<file path="src/rtl/card_dealer.sv">
// Deals cards without replacement from a 52-card deck, seeded by the upstream counter.
// A used-card mask is probed linearly from the seeded candidate until a free card is found.
module card_dealer #(
    parameter int WIDTH = 12
) (
    input  logic             clk_50M,
    input  logic             i_Reset,
    input  logic [WIDTH-1:0] i_Seed,
    input  logic             i_Draw,
    input  logic             i_Shuffle,
    output logic             o_Busy,
    output logic             o_Valid,
    output logic [5:0]       o_Card,
    output logic [1:0]       o_Suit,
    output logic [3:0]       o_Rank,
    output logic [3:0]       o_Points,
    output logic [5:0]       o_Remaining,
    output logic             o_Empty
);

    typedef enum logic {IDLE, PROBE} state_t;

    state_t      r_State;
    state_t      w_NextState;

    logic [51:0] r_Used;
    logic [5:0]  r_Cand;
    logic [5:0]  r_Remaining;
    logic        r_Valid;
    logic [5:0]  r_Card;
    logic [1:0]  r_Suit;
    logic [3:0]  r_Rank;
    logic [3:0]  r_Points;

    logic [5:0]  w_SeedLow;
    logic [5:0]  w_SeedCand;
    logic [5:0]  w_NextCand;
    logic        w_Hit;
    logic        w_Empty;
    logic        w_Accept;
    logic [1:0]  w_Suit;
    logic [5:0]  w_SuitBase;
    logic [5:0]  w_RankIdx;
    logic [3:0]  w_Rank;
    logic [3:0]  w_Points;
    logic [WIDTH-1:0] w_unusedSeed;

    // Only the low six seed bits carry entropy; 52..63 fold back onto 0..11.
    assign w_unusedSeed = i_Seed;
    assign w_SeedLow    = i_Seed[5:0];
    assign w_SeedCand   = (w_SeedLow >= 6'd52) ? (w_SeedLow - 6'd52) : w_SeedLow;
    assign w_NextCand   = (r_Cand == 6'd51) ? 6'd0 : (r_Cand + 6'd1);
    assign w_Empty      = (r_Remaining == 6'd0);
    assign w_Hit        = (r_State == PROBE) && !r_Used[r_Cand];
    assign w_Accept     = (r_State == IDLE) && i_Draw && !w_Empty && !i_Shuffle;

    always_comb begin
        w_Suit     = 2'd0;
        w_SuitBase = 6'd0;
        if (r_Cand >= 6'd39) begin
            w_Suit     = 2'd3;
            w_SuitBase = 6'd39;
        end else if (r_Cand >= 6'd26) begin
            w_Suit     = 2'd2;
            w_SuitBase = 6'd26;
        end else if (r_Cand >= 6'd13) begin
            w_Suit     = 2'd1;
            w_SuitBase = 6'd13;
        end
    end

    assign w_RankIdx = r_Cand - w_SuitBase;
    assign w_Rank    = w_RankIdx[3:0] + 4'd1;
    assign w_Points  = (w_Rank >= 4'd10) ? 4'd10 : w_Rank;

    always_ff @(posedge clk_50M or negedge i_Reset) begin
        if (!i_Reset) begin
            r_State <= IDLE;
        end else begin
            r_State <= w_NextState;
        end
    end

    always_comb begin
        w_NextState = r_State;
        if (i_Shuffle) begin
            w_NextState = IDLE;
        end else begin
            case (r_State)
                IDLE:    if (w_Accept) w_NextState = PROBE;
                PROBE:   if (w_Hit)    w_NextState = IDLE;
                default: w_NextState = IDLE;
            endcase
        end
    end

    // Shuffle wins over everything, including a probe that would hit this cycle.
    always_ff @(posedge clk_50M or negedge i_Reset) begin
        if (!i_Reset) begin
            r_Used      <= '0;
            r_Cand      <= '0;
            r_Remaining <= 6'd52;
            r_Valid     <= 1'b0;
            r_Card      <= '0;
            r_Suit      <= '0;
            r_Rank      <= '0;
            r_Points    <= '0;
        end else if (i_Shuffle) begin
            r_Used      <= '0;
            r_Remaining <= 6'd52;
            r_Valid     <= 1'b0;
        end else begin
            r_Valid <= 1'b0;
            if (w_Accept) begin
                r_Cand <= w_SeedCand;
            end else if (r_State == PROBE) begin
                if (w_Hit) begin
                    r_Used[r_Cand] <= 1'b1;
                    r_Remaining    <= r_Remaining - 6'd1;
                    r_Card         <= r_Cand;
                    r_Suit         <= w_Suit;
                    r_Rank         <= w_Rank;
                    r_Points       <= w_Points;
                    r_Valid        <= 1'b1;
                end else begin
                    r_Cand <= w_NextCand;
                end
            end
        end
    end

    always_comb begin
        o_Busy      = (r_State == PROBE);
        o_Valid     = r_Valid;
        o_Card      = r_Card;
        o_Suit      = r_Suit;
        o_Rank      = r_Rank;
        o_Points    = r_Points;
        o_Remaining = r_Remaining;
        o_Empty     = w_Empty;
    end

endmodule

</file>
<file path="config.mk">
export PLATFORM = sky130hd
export DESIGN_NAME = card_dealer
export DESIGN_NICKNAME = d
export VERILOG_FILES = /design/src/rtl/card_dealer.sv
export SDC_FILE = /design/constraint.sdc
export NUM_CORES = 1
export LEC_CHECK = 0
export ABC_CLOCK_PERIOD_IN_PS = 2950
export BUFFER_PORTS_ARGS = -buffer_cell sky130_fd_sc_hd__buf_4
export CAP_MARGIN = 10
export CORE_MARGIN = 4
export CORE_UTILIZATION = 25
export DETAILED_ROUTE_END_ITERATION = 6
export GPL_TIMING_DRIVEN = 0
export HOLD_SLACK_MARGIN = 0.06
export SLEW_MARGIN = 20
export SYNTH_ARGS = -nofsm -noshare
export SYNTH_HDL_FRONTEND = slang
export SYNTH_SLANG_ARGS = --single-unit
</file>
<file path="constraint.sdc">
create_clock -name clk_50M -period 2.95 [get_ports clk_50M]
set_clock_uncertainty 0.1 [all_clocks]
set_input_delay 0.4425 -clock clk_50M [delete_from_list [all_inputs] [get_ports clk_50M]]
set_output_delay 0.4425 -clock clk_50M [all_outputs]
set_load 0.01 [all_outputs]
</file>
==> metrics.md <==
| Metric | Value |
|---|---|
| Status | `finished, final reports clean` |
| GRT Overall Usage | `0.122` |
| Die H | `140 um` |
| Main synth FF type | `dfrtp_1` |
| Area of the mapped netlist | `0.00437 mm2` |
| Post-DP HPWL | `7960 um` |
| Register area share after synthesis | `0.470` |
| Finished Cell Area | `0.00608 mm2` |
| CP max FO | `10` |
| Max Fclk | `340 MHz` |
| First-pass GRT wire length | `19300 um` |
| Endpoints failing setup | `0` |
| Final number of max-transition violations | `0` |
| Fin crit share | `0.996` |
| CP max-delay cell | `mux4_2` |
| Core area | `0.0172 mm2` |
| Clk_lat worst skew | `0.34 ns` |
| YS warnings | `0` |
| Critical path buffers and inverters | `4` |
| Share of layout cells above drive strength 1 | `0.410` |
| # DRC | `0` |
| DRT Pass-1 Iters | `5` |
| Root buf cell | `clkbuf_16` |
| Critical path required time | `3.07 ns` |
| Largest net degree at the start of global routing | `83` |
| Max clock buf depth | `2` |
| TritonCTS clock tree | `built` |
| Largest delay share family, worst path | `compound AO/OA/AOI/OAI gates` |
| Initial drt markers | `236` |
| Fin nets | `501` |
| Syn avg cell area | `10.8 um2` |
| Hold Path Class | `in2async` |
| Final Core Density | `0.353` |
| Setup_tns | `0 ns` |
| Post-place setup slack | `-0.515 ns` |
| WS Path Type | `reg2reg` |
| FF+latch count, synth | `82` |
| Synth unique cells | `57` |
| Clock slew at reported path FFs | `0.07 ns` |
| CP endpoint kind | `register` |
| Pwr per Cell Area | `744 mW/mm2` |
| Inst Count DP | `664` |
| TritonCTS Buffers | `9` |
| GRT Residual Overflow | `0` |
| Setup slack, reg-to-reg | `0.01 ns` |
| Worst VDD drop | `360 uV` |
| Die ar. | `0.0197 mm2` |
| CP Launch Type | `register` |
| Via Count | `3529` |
| H-tree levels | `3` |
| Max_cap viols | `0` |
| Vias in the first global route | `3607` |
| Worst setup margin | `0.0113 ns` |
| DRT antenna net count | `0` |
| Std-Cell Rows | `48` |
| Fin Hold WS | `0.0369 ns` |
| Synth Instances | `406` |
| Initial Utilization | `0.254` |
| Area after DPL | `0.00491 mm2` |
| Routed len/inst | `17.9 um` |
| Pwr Total | `4.53 mW` |
| Worst-path cell chain | `buf_6 -> buf_12 -> mux4_2 -> nand2_1 -> a21oi_1 -> a2111oi_4 -> nand2_2 -> or2_4 -> buf_12 -> buf_6 -> o32ai_1` |
| Fraction of registers with async set/reset | `1.00` |
| Leak Pwr | `2.36 nW` |
| Filler cell count | `1634` |
| Min Tclk post-route | `2.94 ns` |
| RSZ-0062 raised after global routing | `true` |
| Post-DR vias/cell | `5.02` |
| I/O Buffers | `33` |
| Final WL | `12600 um` |
| Worst Tran Pin Value | `0.807 ns` |
| Critical path arrival | `3.06 ns` |
| Top Ports | `41` |
| Initial antenna violation count | `0` |
| Syn nets | `433` |
| Hold Vio Cnt, Final | `0` |
| Clock sink count | `82` |
| Area growth, synth to finish | `39.1%` |
| Relative slew slack | `0.461` |
| Die width | `140 um` |
| Layout Cells excl Fill | `703` |
| Diode count | `0` |
| Number of synthesized flops with an enable pin | `0` |
| Slowest cell delay on critical path | `0.51 ns` |
| Final GP Congestion | `0.818` |
## state kept, by name (all words and copies together) (netlist names)
signal / cells
o_Busy: 1
o_Card: 6
o_Points: 4
o_Rank: 4
o_Remaining: 6
o_Suit: 2
o_Valid: 1
r_Cand: 6
r_Used: 52
## cells in the mapped netlist (all sizes together), types with 2 or more instances
cell type | count | area share
nor2 | 13 | 0.011
dfrtp | 79 | 0.45
o21ai | 6 | 0.0069
clkinv | 2 | 0.0017
inv | 65 | 0.056
nor3 | 4 | 0.0072
or2 | 3 | 0.0043
mux4 | 10 | 0.052
a31oi | 5 | 0.0072
o32ai | 48 | 0.096
nand4 | 3 | 0.0043
nor4 | 2 | 0.0029
dfstp | 3 | 0.018
clkbuf | 16 | 0.014
ha | 10 | 0.029
nor2b | 5 | 0.0072
a21o | 2 | 0.0034
mux2 | 17 | 0.044
nand2b | 8 | 0.011
or3 | 7 | 0.010
mux2i | 9 | 0.021
nand3 | 8 | 0.0092
xnor2 | 4 | 0.0080
xor2 | 4 | 0.0080
a21boi | 2 | 0.0034
buf | 13 | 0.026
nand2 | 21 | 0.019
a21oi | 15 | 0.018
a2111oi | 2 | 0.0083
## per-layer routing
| metal | wire (um) | up-vias | GRT usage |
|---|---|---|---|
| li1 | - | 1590 | - |
| met1 | 5370 | 1814 | 0.159 |
| met2 | 6330 | 104 | 0.197 |
| met3 | 573 | 21 | 0.0297 |
| met4 | 285 | 0 | 0.0418 |
| met5 | 0 | - | 0 |
## power breakdown
part | internal, mW | total [mW] | switching [mW]
Sequential | 1.26 | 1.35 | 0.0957
Clock | 0.823 | 1.29 | 0.466
Combinational | 0.815 | 1.88 | 1.07
Total | 2.90 | 4.53 | 1.63
## final cells by class
class / count / area (um2) / share of cell area
multi-input combinational: 228 / 2440 / 0.402
sequential: 82 / 2060 / 0.338
timing repair buffer: 59 / 482 / 0.0792
tap: 225 / 282 / 0.0463
inverter: 67 / 264 / 0.0434
clock buffer: 10 / 229 / 0.0376
buffer: 27 / 220 / 0.0362
clock inverter: 5 / 104 / 0.0171
## worst paths after layout
kind	depth (start not counted)	endpoint	from
min in group clk_50M	3	r_Cand[1]$_DFFE_PN0P_	i_Seed[1]
setup / recovery	11	r_Used[7]$_DFFE_PN0P_	r_Cand[0]$_DFFE_PN0P_
setup reg to reg	11	r_Used[7]$_DFFE_PN0P_	r_Cand[0]$_DFFE_PN0P_
max in group asynchronous	1	r_Cand[2]$_DFFE_PN0P_	i_Reset
hold / removal	1	o_Rank[2]$_DFFE_PN0P_	i_Reset
hold reg to reg	1	o_Points[2]$_DFFE_PN0P_	o_Points[2]$_DFFE_PN0P_
## layout by cell type, fill, tap and decap left out, types with 9 or more instances in the layout
| master | n |
|---|---|
| o32ai_2 | 34 |
| clkbuf_1 | 9 |
| clkbuf_16 | 11 |
| nand2_1 | 20 |
| buf_4 | 57 |
| nor2_1 | 13 |
| mux2_2 | 17 |
| inv_1 | 62 |
| a21oi_1 | 12 |
| mux4_2 | 10 |
| dfrtp_1 | 77 |
## cells by family after synthesis
logic type / Yosys count / synth area share
AO/OA/AOI/OAI: 91 / 0.165
buffers and inverters: 96 / 0.0970
multiplexers: 36 / 0.116
AND/OR/NAND/NOR: 82 / 0.102
XOR/XNOR: 8 / 0.0160
flip-flops: 82 / 0.470
adder cells (fa/ha/maj): 11 / 0.0332
## timing repair
item,CTS,global route
endpoints found under the setup margin,77,68
resized for setup,27,81
buffers inserted,7,17
hold buffers,0,0
gates cloned,0,2
pin swaps,6,17
No activity file was read; power rests on OpenSTA's default activity.
